### config.mk
export PLATFORM = sky130hd
export DESIGN_NAME = boron_mode_ctrl_flat
export DESIGN_NICKNAME = d
export VERILOG_FILES = /design/src/rtl/boron_mode_ctrl_if.sv /design/src/rtl/boron_mode_ctrl.sv /design/src/flat_wrapper.sv
export SDC_FILE = /design/constraint.sdc
export NUM_CORES = 1
export LEC_CHECK = 0
export CAP_MARGIN = 25
export CORE_ASPECT_RATIO = 0.7
export CORE_MARGIN = 5
export CORE_UTILIZATION = 43
export DETAILED_ROUTE_END_ITERATION = 8
export GPL_TIMING_DRIVEN = 0
export PLACE_DENSITY = 0.82
export SYNTH_ARGS = -nofsm -noshare
export SYNTH_HDL_FRONTEND = slang
export SYNTH_SLANG_ARGS = --single-unit
### constraint.sdc
create_clock -name clk -period 1.8 [get_ports clk]
set_input_delay 0.36 -clock clk [delete_from_list [all_inputs] [get_ports clk]]
set_output_delay 0.36 -clock clk [all_outputs]
set_load 0.01 [all_outputs]
### src/rtl/boron_mode_ctrl_if.sv
// Block stream interface for the boron mode controller: an input
// valid/ready channel carrying 64-bit blocks and a buffered output
// valid/ready channel carrying the processed blocks.
interface boron_mode_ctrl_if;
  logic        in_valid;
  logic        in_ready;
  logic [63:0] in_data;
  logic        in_last;
  logic        out_valid;
  logic        out_ready;
  logic [63:0] out_data;
  logic        out_last;

  // Upstream producer / downstream consumer side
  modport master (
    output in_valid, in_data, in_last, out_ready,
    input  in_ready, out_valid, out_data, out_last
  );

  // Controller side
  modport slave (
    input  in_valid, in_data, in_last, out_ready,
    output in_ready, out_valid, out_data, out_last
  );
endinterface

### src/rtl/boron_mode_ctrl.sv
// Block-mode front end for the boron cipher core. Accepts one 64-bit
// block at a time, issues it to the core with ECB or CBC chaining,
// waits for the core's done (guarded by a saturating watchdog) and
// returns the result through a registered valid/ready output.
module boron_mode_ctrl #(
  parameter int TIMEOUT_CYCLES = 1023,
  parameter int CNT_W          = 10
) (
  input  logic                    clk,
  input  logic                    reset,
  input  logic                    i_cfg_mode,
  input  logic                    i_cfg_enc_dec,
  input  logic [79:0]             i_cfg_key,
  input  logic [63:0]             i_cfg_iv,
  boron_mode_ctrl_if.slave        io_bus,
  output logic                    o_core_start,
  output logic                    o_core_enc_dec,
  output logic [79:0]             o_core_key,
  output logic [63:0]             o_core_text,
  input  logic                    i_core_done,
  input  logic [63:0]             i_core_result,
  output logic                    o_err_timeout
);

  typedef enum logic [1:0] {
    ST_IDLE,
    ST_ISSUE,
    ST_WAIT,
    ST_OUT
  } state_t;

  localparam logic [CNT_W-1:0] LP_TIMEOUT = CNT_W'(TIMEOUT_CYCLES);

  state_t             r_state;
  logic               r_inReady;
  logic               r_outValid;
  logic [63:0]        r_outData;
  logic               r_outLast;
  logic               r_coreStart;
  logic [63:0]        r_coreText;
  logic [79:0]        r_key;
  logic               r_dir;
  logic               r_mode;
  logic               r_errTimeout;
  logic [63:0]        r_chain;
  logic               r_firstFlag;
  logic [63:0]        r_data;
  logic               r_last;
  logic [CNT_W-1:0]   r_wdog;

  logic               w_mode;
  logic               w_dir;
  logic [63:0]        w_chain;
  logic [63:0]        w_issueText;
  logic [63:0]        w_result;
  logic [CNT_W-1:0]   w_wdogNext;
  logic               w_timeout;
  logic               w_inFire;
  logic               w_outFire;

  // On the first block of a message the live configuration is used,
  // since the latched copy only becomes valid at the capture edge.
  assign w_mode  = r_firstFlag ? i_cfg_mode    : r_mode;
  assign w_dir   = r_firstFlag ? i_cfg_enc_dec : r_dir;
  assign w_chain = r_firstFlag ? i_cfg_iv      : r_chain;

  // Only CBC encryption mixes the chain in before the core.
  assign w_issueText = (w_mode && w_dir) ? (io_bus.in_data ^ w_chain) : io_bus.in_data;

  // Only CBC decryption mixes the chain in after the core.
  assign w_result = (r_mode && !r_dir) ? (i_core_result ^ r_chain) : i_core_result;

  assign w_wdogNext = (r_wdog == LP_TIMEOUT) ? r_wdog : (r_wdog + CNT_W'(1));
  assign w_timeout  = (w_wdogNext == LP_TIMEOUT);

  assign w_inFire  = io_bus.in_valid && r_inReady;
  assign w_outFire = r_outValid && io_bus.out_ready;

  assign io_bus.in_ready  = r_inReady;
  assign io_bus.out_valid = r_outValid;
  assign io_bus.out_data  = r_outData;
  assign io_bus.out_last  = r_outLast;
  assign o_core_start     = r_coreStart;
  assign o_core_text      = r_coreText;
  assign o_core_key       = r_key;
  assign o_core_enc_dec   = r_dir;
  assign o_err_timeout    = r_errTimeout;

  // Single FSM owning every register; all outputs are registered.
  always_ff @(posedge clk) begin
    if (reset) begin
      r_state      <= ST_IDLE;
      r_inReady    <= 1'b0;
      r_outValid   <= 1'b0;
      r_outData    <= '0;
      r_outLast    <= 1'b0;
      r_coreStart  <= 1'b0;
      r_coreText   <= '0;
      r_key        <= '0;
      r_dir        <= 1'b0;
      r_mode       <= 1'b0;
      r_errTimeout <= 1'b0;
      r_chain      <= '0;
      r_firstFlag  <= 1'b1;
      r_data       <= '0;
      r_last       <= 1'b0;
      r_wdog       <= '0;
    end else begin
      case (r_state)
        ST_IDLE: begin
          r_inReady <= 1'b1;
          if (w_inFire) begin
            r_inReady   <= 1'b0;
            r_data      <= io_bus.in_data;
            r_last      <= io_bus.in_last;
            r_coreText  <= w_issueText;
            r_coreStart <= 1'b1;
            if (r_firstFlag) begin
              r_mode       <= i_cfg_mode;
              r_dir        <= i_cfg_enc_dec;
              r_key        <= i_cfg_key;
              r_chain      <= i_cfg_iv;
              r_errTimeout <= 1'b0;
              r_firstFlag  <= 1'b0;
            end
            r_state <= ST_ISSUE;
          end
        end

        ST_ISSUE: begin
          r_coreStart <= 1'b0;
          r_wdog      <= '0;
          r_state     <= ST_WAIT;
        end

        ST_WAIT: begin
          if (i_core_done) begin
            r_outData  <= w_result;
            r_outValid <= 1'b1;
            r_outLast  <= r_last;
            if (r_mode) begin
              r_chain <= r_dir ? i_core_result : r_data;
            end
            r_state <= ST_OUT;
          end else if (w_timeout) begin
            r_errTimeout <= 1'b1;
            r_firstFlag  <= 1'b1;
            r_wdog       <= w_wdogNext;
            r_inReady    <= 1'b1;
            r_state      <= ST_IDLE;
          end else begin
            r_wdog <= w_wdogNext;
          end
        end

        ST_OUT: begin
          if (w_outFire) begin
            r_outValid <= 1'b0;
            if (r_outLast) begin
              r_firstFlag <= 1'b1;
              r_chain     <= '0;
            end
            r_inReady <= 1'b1;
            r_state   <= ST_IDLE;
          end
        end

        default: begin
          r_state <= ST_IDLE;
        end
      endcase
    end
  end

endmodule

### src/flat_wrapper.sv
// flat-port wrapper written by rule: the top's interface ports become plain ports
module boron_mode_ctrl_flat 
#(
  parameter int TIMEOUT_CYCLES = 1023,
  parameter int CNT_W          = 10
)
  (clk, reset, i_cfg_mode, i_cfg_enc_dec, i_cfg_key, i_cfg_iv, o_core_start, o_core_enc_dec, o_core_key, o_core_text, i_core_done, i_core_result, o_err_timeout, io_bus_in_valid, io_bus_in_data, io_bus_in_last, io_bus_out_ready, io_bus_in_ready, io_bus_out_valid, io_bus_out_data, io_bus_out_last);
  boron_mode_ctrl_if io_bus_i ();
  input  logic clk;
  input  logic reset;
  input  logic i_cfg_mode;
  input  logic i_cfg_enc_dec;
  input  logic [79:0] i_cfg_key;
  input  logic [63:0] i_cfg_iv;
  output logic o_core_start;
  output logic o_core_enc_dec;
  output logic [79:0] o_core_key;
  output logic [63:0] o_core_text;
  input  logic i_core_done;
  input  logic [63:0] i_core_result;
  output logic o_err_timeout;
  input wire logic [$bits(io_bus_i.in_valid)-1:0] io_bus_in_valid;
  input wire logic [$bits(io_bus_i.in_data)-1:0] io_bus_in_data;
  input wire logic [$bits(io_bus_i.in_last)-1:0] io_bus_in_last;
  input wire logic [$bits(io_bus_i.out_ready)-1:0] io_bus_out_ready;
  output wire logic [$bits(io_bus_i.in_ready)-1:0] io_bus_in_ready;
  output wire logic [$bits(io_bus_i.out_valid)-1:0] io_bus_out_valid;
  output wire logic [$bits(io_bus_i.out_data)-1:0] io_bus_out_data;
  output wire logic [$bits(io_bus_i.out_last)-1:0] io_bus_out_last;
  assign io_bus_i.in_valid = io_bus_in_valid;
  assign io_bus_i.in_data = io_bus_in_data;
  assign io_bus_i.in_last = io_bus_in_last;
  assign io_bus_i.out_ready = io_bus_out_ready;
  assign io_bus_in_ready = io_bus_i.in_ready;
  assign io_bus_out_valid = io_bus_i.out_valid;
  assign io_bus_out_data = io_bus_i.out_data;
  assign io_bus_out_last = io_bus_i.out_last;
  boron_mode_ctrl #(.TIMEOUT_CYCLES(TIMEOUT_CYCLES), .CNT_W(CNT_W)) u_core (.clk(clk), .reset(reset), .i_cfg_mode(i_cfg_mode), .i_cfg_enc_dec(i_cfg_enc_dec), .i_cfg_key(i_cfg_key), .i_cfg_iv(i_cfg_iv), .io_bus(io_bus_i), .o_core_start(o_core_start), .o_core_enc_dec(o_core_enc_dec), .o_core_key(o_core_key), .o_core_text(o_core_text), .i_core_done(i_core_done), .i_core_result(i_core_result), .o_err_timeout(o_err_timeout));
endmodule
==> impl_metrics.csv, run 1 <==
group,metric,value,unit
status,status,"complete, but fails checks",
status,violations,"negative setup slack",
clock_network,htreeDepth,2,
sta,setup-tns-final,-73.3,ps
sta,rsz0062_at_grt,"true",
power,p_switching,10.3,mW
layout,final_common_cell,"nand2_1",
worst_setup_path,cp_max_fo,7,
worst_setup_path,rrSetupSlack,-30,ps
route,viasPerCell,5.76,
layout,stdcell_count,3057,
synthesis,avgSynthCellArea,8.04,um^2
route,drtIter0Drc,1787,
clock_network,cts_hold_buf,0,
synthesis,synth_edf_count,0,
floorplanning,initial_core_util,0.433,
sta,layout_setup_ws,-31.2,ps
power,power_frac_clock,0.279,
sta,slew_headroom,0.391,
layout,drive_gt1_frac,0.0945,
floorplanning,fp.coreArea,0.0369,mm^2
route,first_pass_iters,6,
power,p_leak,10.2,nW
sta,min_period,1830,ps
synthesis,ys_ff_latch,357,
clock_network,numCtsBuffers,38,
layout,syn2layout_area_growth,47.5,%
layout,layout_common_cells,"372 x nand2_1, 346 x dfxtp_1, 302 x clkdlybuf4s50_1",
worst_setup_path,worstPathRequired,2210,ps
route,wl_per_cell,21.9,um
worst_setup_path,startpoint,"u_core.r_wdog[1]",
floorplanning,dieArea,0.0412,mm^2
placed_design,dp_hpwl,48900,um
synthesis,yosys_warnings,0,
synthesis,async_flop_share,0,
worst_setup_path,path_class,"register to register",
global_route,overflow,0,
worst_setup_path,start_kind,"register",
worst_setup_path,critical_path_arrival,2240,ps
global_route,grt_pass1_vias,16900,
hold_path,hp-class,"input port to register",
clock_network,cts_tree,"done",
clock_network,root_buffer,"clkbuf_16",
synthesis,synth_cell_types,49,
worst_setup_path,worst_setup_path_end_kind,"register",
synthesis,ys_seq_area_frac,0.447,
floorplanning,die_y,171,um
placed_design,port_buffers,492,
sta,worst_pin_slew,914,ps
hold_path,hp-start,"i_core_done",
power,power.share.sequential,0.359,
synthesis,synth_top_flop_cell,"dfxtp_1",
global_route,grt_first_pass_wirelength,97300,um
clock_network,clkTransAtPathRegs,70,ps
route,drc,0,
route,wl,67100,um
placed_design,dp.cells,2969,
layout,fin_nets,2815,
power,combinationalPowerShare,0.362,
power,irDropWorstVdd,0.734,mV
floorplanning,die_x,240,um
synthesis,syn_inst,1988,
global_route,grt_max_degree,20,
floorplanning,rows,59,
sta,setup_viol,3,
sta,fin_crit_sh,1.02,
sta,fin_skew,24.2,ps
job,maxCapViolations,0,
floorplanning,ioPinCount,494,
power,switching_share,0.357,
clock_network,clkSinkCount,357,
global_route,grt_usage,0.299,
sta,whs,311,ps
layout,seq_area,0.00717,mm^2
synthesis,synthesis.area,0.0160,mm^2
placed_design,place_congestion,0.901,
clock_network,clock_path_buffers,3,
worst_setup_path,rr_startpoint,"u_core.r_wdog[1]",
layout,fill_cells,3047,
clock_network,insertion_delay,540,ps
global_route,antenna_found_initial,8,
route,num_vias,17600,
synthesis,syn_nets,2269,
route,antenna_left,0,
sta,slew_viol_final,0,
layout,multi_input_area,0.00826,mm^2
power,p_int,18.6,mW
power,power_density,1230,mW/mm^2
sta,max_freq,546,MHz
sta,finalHoldViolCount,0,
-- flip-flops by register name, summed over array words and instances, names as in the netlist, 2 cells and up --
name and count:
u_core.r_state 2, u_core.o_core_key 80, u_core.r_data 64, u_core.o_core_text 64, u_core.io_bus.out_data 64, u_core.r_chain 64, u_core.r_wdog 10
-- layer usage --
layer,part of all wire,track usage
met1,0.39,0.389
met2,0.46,0.471
met3,0.11,0.0765
met4,0.045,0.137
met5,0.00010,0
-- cell usage after synthesis (3+ instances only) --
cell type | number | area, um^2
a211oi_1 | 65 | 488
a21o_1 | 5 | 37.5
a21oi_1 | 163 | 816
a311oi_1 | 64 | 561
a31oi_1 | 3 | 18.8
buf_1 | 20 | 75.1
buf_2 | 43 | 215
buf_4 | 3 | 22.5
clkbuf_1 | 100 | 375
dfxtp_1 | 357 | 7150
mux2i_1 | 130 | 1300
nand2_1 | 375 | 1410
nand3_1 | 7 | 35.0
nand4_1 | 3 | 18.8
nor2_1 | 275 | 1030
nor2b_1 | 3 | 18.8
nor3_1 | 69 | 345
nor3b_1 | 4 | 30.0
o21ai_0 | 74 | 370
o22ai_1 | 64 | 400
or3_1 | 65 | 407
xor2_1 | 64 | 561
-- worst max-delay path, stage by stage (launching register included) --
cell and delay, ps:
dfxtp_4 360, ha_4 180, nand4_1 140, nor4_4 60, or3b_4 380, a2111oi_4 450, a31oi_1 140
-- final timing paths --
check                                             end  cells past startpoint
worst min-delay path                u_core.r_state[0]                      3
worst min register to register  u_core.o_core_key[51]                      2
worst max-delay path                u_core.r_state[1]                      6
worst max register to register      u_core.r_state[1]                      6
-- stage by stage --
step | setup WS, ps | util | power [mW] | cell area [um^2]
6_report | -31.2 | 0.639 | 29.0 | 23600
5_1_grt | -84.8 | 0.638 | 30.2 | 23600
4_1_cts | -4.18 | 0.626 | 28.6 | 23100
3_5_place_dp | -1130 | 0.584 | 20.5 | 21500
3_3_place_gp | -1230 | 0.583 | 20.1 | 21500
2_1_floorplan | 6.27 | - | 15.8 | 16000
-- kinds of logic after synthesis --
kind of cell / after synthesis / share of synthesized area
XOR/XNOR: 64 / 0.0351
AND/OR/NAND/NOR: 816 / 0.215
AO/OA/AOI/OAI: 449 / 0.175
flip-flops: 357 / 0.447
multiplexers: 130 / 0.0814
buffers and inverters: 171 / 0.0453
adder cells (fa/ha/maj): 1 / 0.000783
-- cell type report --
| class | instances | share of cell area |
|---|---|---|
| Tap cell | 488 | 0.0259 |
| Timing Repair Buffer | 510 | 0.218 |
| Clock buffer | 52 | 0.0469 |
| Clock inverter | 14 | 0.00674 |
| Buffer | 166 | 0.0471 |
| Inverter | 1 | 0.000159 |
| Antenna cell | 9 | 0.000955 |
| Sequential cell | 357 | 0.304 |
| Multi-Input combinational cell | 1460 | 0.350 |
-- power by group through the flow --
| stage | Sequential (mW) | Combinational (mW) | Clock [mW] |
|---|---|---|---|
| 6_report | 10.4 | 10.5 | 8.10 |
| 5_1_grt | 10.5 | 11.2 | 8.48 |
| 4_1_cts | 10.3 | 10.1 | 8.15 |
| 3_5_place_dp | 10.5 | 9.94 | 0 |
| 3_3_place_gp | 10.5 | 9.66 | 0 |
| 2_1_floorplan | 10.7 | 5.08 | 0 |
-- timing repair --
| action | 4_1_cts | 5_1_grt |
|---|---|---|
| endpoints found under the setup margin | 460 | 385 |
| buffers inserted | 14 | 2 |
| pin swaps | 7 | 8 |
| gates resized for setup | 260 | 164 |
| cloned | 1 | 0 |
No activity file was read; power rests on OpenSTA's default activity.
==> run 2: changes to the inputs <==
==> constraint.sdc (replaced) <==
create_clock -name clk -period 1.8 [get_ports clk]
set_input_delay 0.45 -clock clk [delete_from_list [all_inputs] [get_ports clk]]
set_output_delay 0.45 -clock clk [all_outputs]
set_load 0.01 [all_outputs]
==> run 2 against run 1 <==
The flow still finishes with violations (negative setup slack). Utilization down 0.89 points. Clock-buffer cell count unchanged. Wire length down 0.36%. Die area unchanged. Global-route usage about the same. Design area down 1.4%. Combinational power about the same. Clock skew down 9.0 ps. Highest routed layer unchanged.
==> impl_metrics.csv, run 2 (same netlist as run 1, synthesis figures left out) <==
group,metric,value,unit
clock_network,clkSinkCount,357,
global_route,grt_first_pass_wirelength,97500,um
global_route,overflow,0,
floorplanning,fp.coreArea,0.0369,mm^2
hold_path,holdPathStages,3,
sta,slew_viol_final,0,
placed_design,post-place-ws,-1220,ps
clock_network,numCtsBuffers,38,
worst_setup_path,crit_buf_inv,1,
sta,setup_viol,11,
layout,multi_input_area,0.00826,mm^2
route,num_vias,17500,
layout,drive_gt1_frac,0.0938,
status,violations,"negative setup slack",
route,wl,66800,um
clock_network,cts_hold_buf,0,
layout,fin_nets,2813,
placed_design,port_buffers,492,
power,p_total,28.7,mW
floorplanning,ioPinCount,494,
worst_setup_path,slowest_delay,740,ps
sta,min_period,1850,ps
layout,layout_common_cells,"372 x nand2_1, 346 x dfxtp_1, 277 x clkdlybuf4s50_1",
worst_setup_path,critPathTopFamily,"buffers and inverters",
power,p_leak,9.27,nW
route,antenna_left,0,
route,wl_per_cell,21.9,um
clock_network,htreeDepth,2,
sta,whs,396,ps
worst_setup_path,cp.depth,5,
floorplanning,die_x,240,um
layout,seq_area,0.00717,mm^2
job,maxCapViolations,0,
worst_setup_path,r2r_cells,5,
worst_setup_path,path_cells,"buf_1, mux2i_1, o22ai_1, nor2_1, nor3_1",
worst_setup_path,worst_setup_path_end_kind,"register",
global_route,grt_max_degree,16,
worst_setup_path,slowest_stage,"buf_1",
sta,max_freq,541,MHz
sta,fin_crit_sh,1.03,
hold_path,hp-class,"input port to register",
worst_setup_path,path_class,"register to register",
layout,final_common_cell,"nand2_1",
clock_network,root_buffer,"clkbuf_16",
status,status,"complete, but fails checks",
sta,slew_headroom,0.339,
sta,finalHoldViolCount,0,
clock_network,cts_tree,"done",
worst_setup_path,start_kind,"register",
global_route,grt_usage,0.299,
sta,fin_skew,15.2,ps
route,drtIter0Drc,1777,
placed_design,dp_hpwl,48900,um
layout,largest_reg_flops,80,
layout,syn2layout_area_growth,45.4,%
worst_setup_path,cp_max_fo,10,
clock_network,clock_path_buffers,3,
sta,layout_setup_ws,-49.5,ps
route,viasPerCell,5.75,
clock_network,insertion_delay,540,ps
power,power_density,1240,mW/mm^2
sta,setup-tns-final,-271,ps
placed_design,place_congestion,0.901,
sta,worst_pin_slew,992,ps
worst_setup_path,critical_path_arrival,2230,ps
floorplanning,initial_core_util,0.433,
floorplanning,dieArea,0.0412,mm^2
clock_network,clkTransAtPathRegs,60,ps
floorplanning,die_y,171,um
global_route,grt_pass1_vias,17000,
route,first_pass_iters,6,
worst_setup_path,worstPathRequired,2180,ps
power,irDropWorstVdd,0.735,mV
floorplanning,rows,59,
global_route,antenna_found_initial,8,
sta,rsz0062_at_grt,"true",
layout,fill_cells,3153,
route,drc,0,
[run 2: layer usage]
| layer | vias up | wire length (um) | global-route usage |
|---|---|---|---|
| met5 | - | 27 | 0 |
| met4 | 4 | 2770 | 0.130 |
| met3 | 189 | 7300 | 0.0793 |
| met2 | 1061 | 30500 | 0.474 |
| met1 | 8279 | 26200 | 0.387 |
| li1 | 8009 | - | - |
[run 2: metrics by stage]
stage / instance area, um^2 / cells / utilization
floorplan: 16000 / 1988 / -
global placement: 21500 / 2968 / 0.583
detailed placement: 21500 / 2969 / 0.584
CTS: 23000 / 3046 / 0.622
global route: 23200 / 3052 / 0.630
finish: 23200 / 3053 / 0.630
[run 2: worst register-to-register path: stages (launching register included)]
cell     delay, ps
dfxtp_4        370
buf_1          740
mux2i_1        280
o22ai_1        110
nor2_1         130
nor3_1          70
[run 2: worst paths after layout]
check                   startpoint               endpoint  slack, ps
min reg2reg  u_core.o_core_key[51]  u_core.o_core_key[51]        450
min                    i_core_done      u_core.r_state[0]        400
max reg2reg  u_core.o_core_enc_dec     u_core.r_chain[56]        -50
max          u_core.o_core_enc_dec     u_core.r_chain[56]        -50
[run 2: final cells by class]
class	count	share of cell area
Multi-Input combinational cell	1460	0.355
Sequential cell	357	0.309
Timing Repair Buffer	510	0.209
Clock buffer	52	0.0475
Buffer	164	0.0461
Tap cell	488	0.0263
Clock inverter	14	0.00684
Antenna cell	7	0.000754
Inverter	1	0.000161
[run 2: where the power goes]
group,switching (mW),internal [mW]
registers,0.975,9.43
clock network,3.35,4.74
logic,5.99,4.27
[run 2: repair_timing]
action | CTS | global route
setup endpoints to repair | 563 | 295
endpoints found under the hold margin | 0 | 0
gates cloned | 1 | 1
setup buffers | 13 | 2
gates resized for setup | 350 | 93
pin swaps | 5 | 15
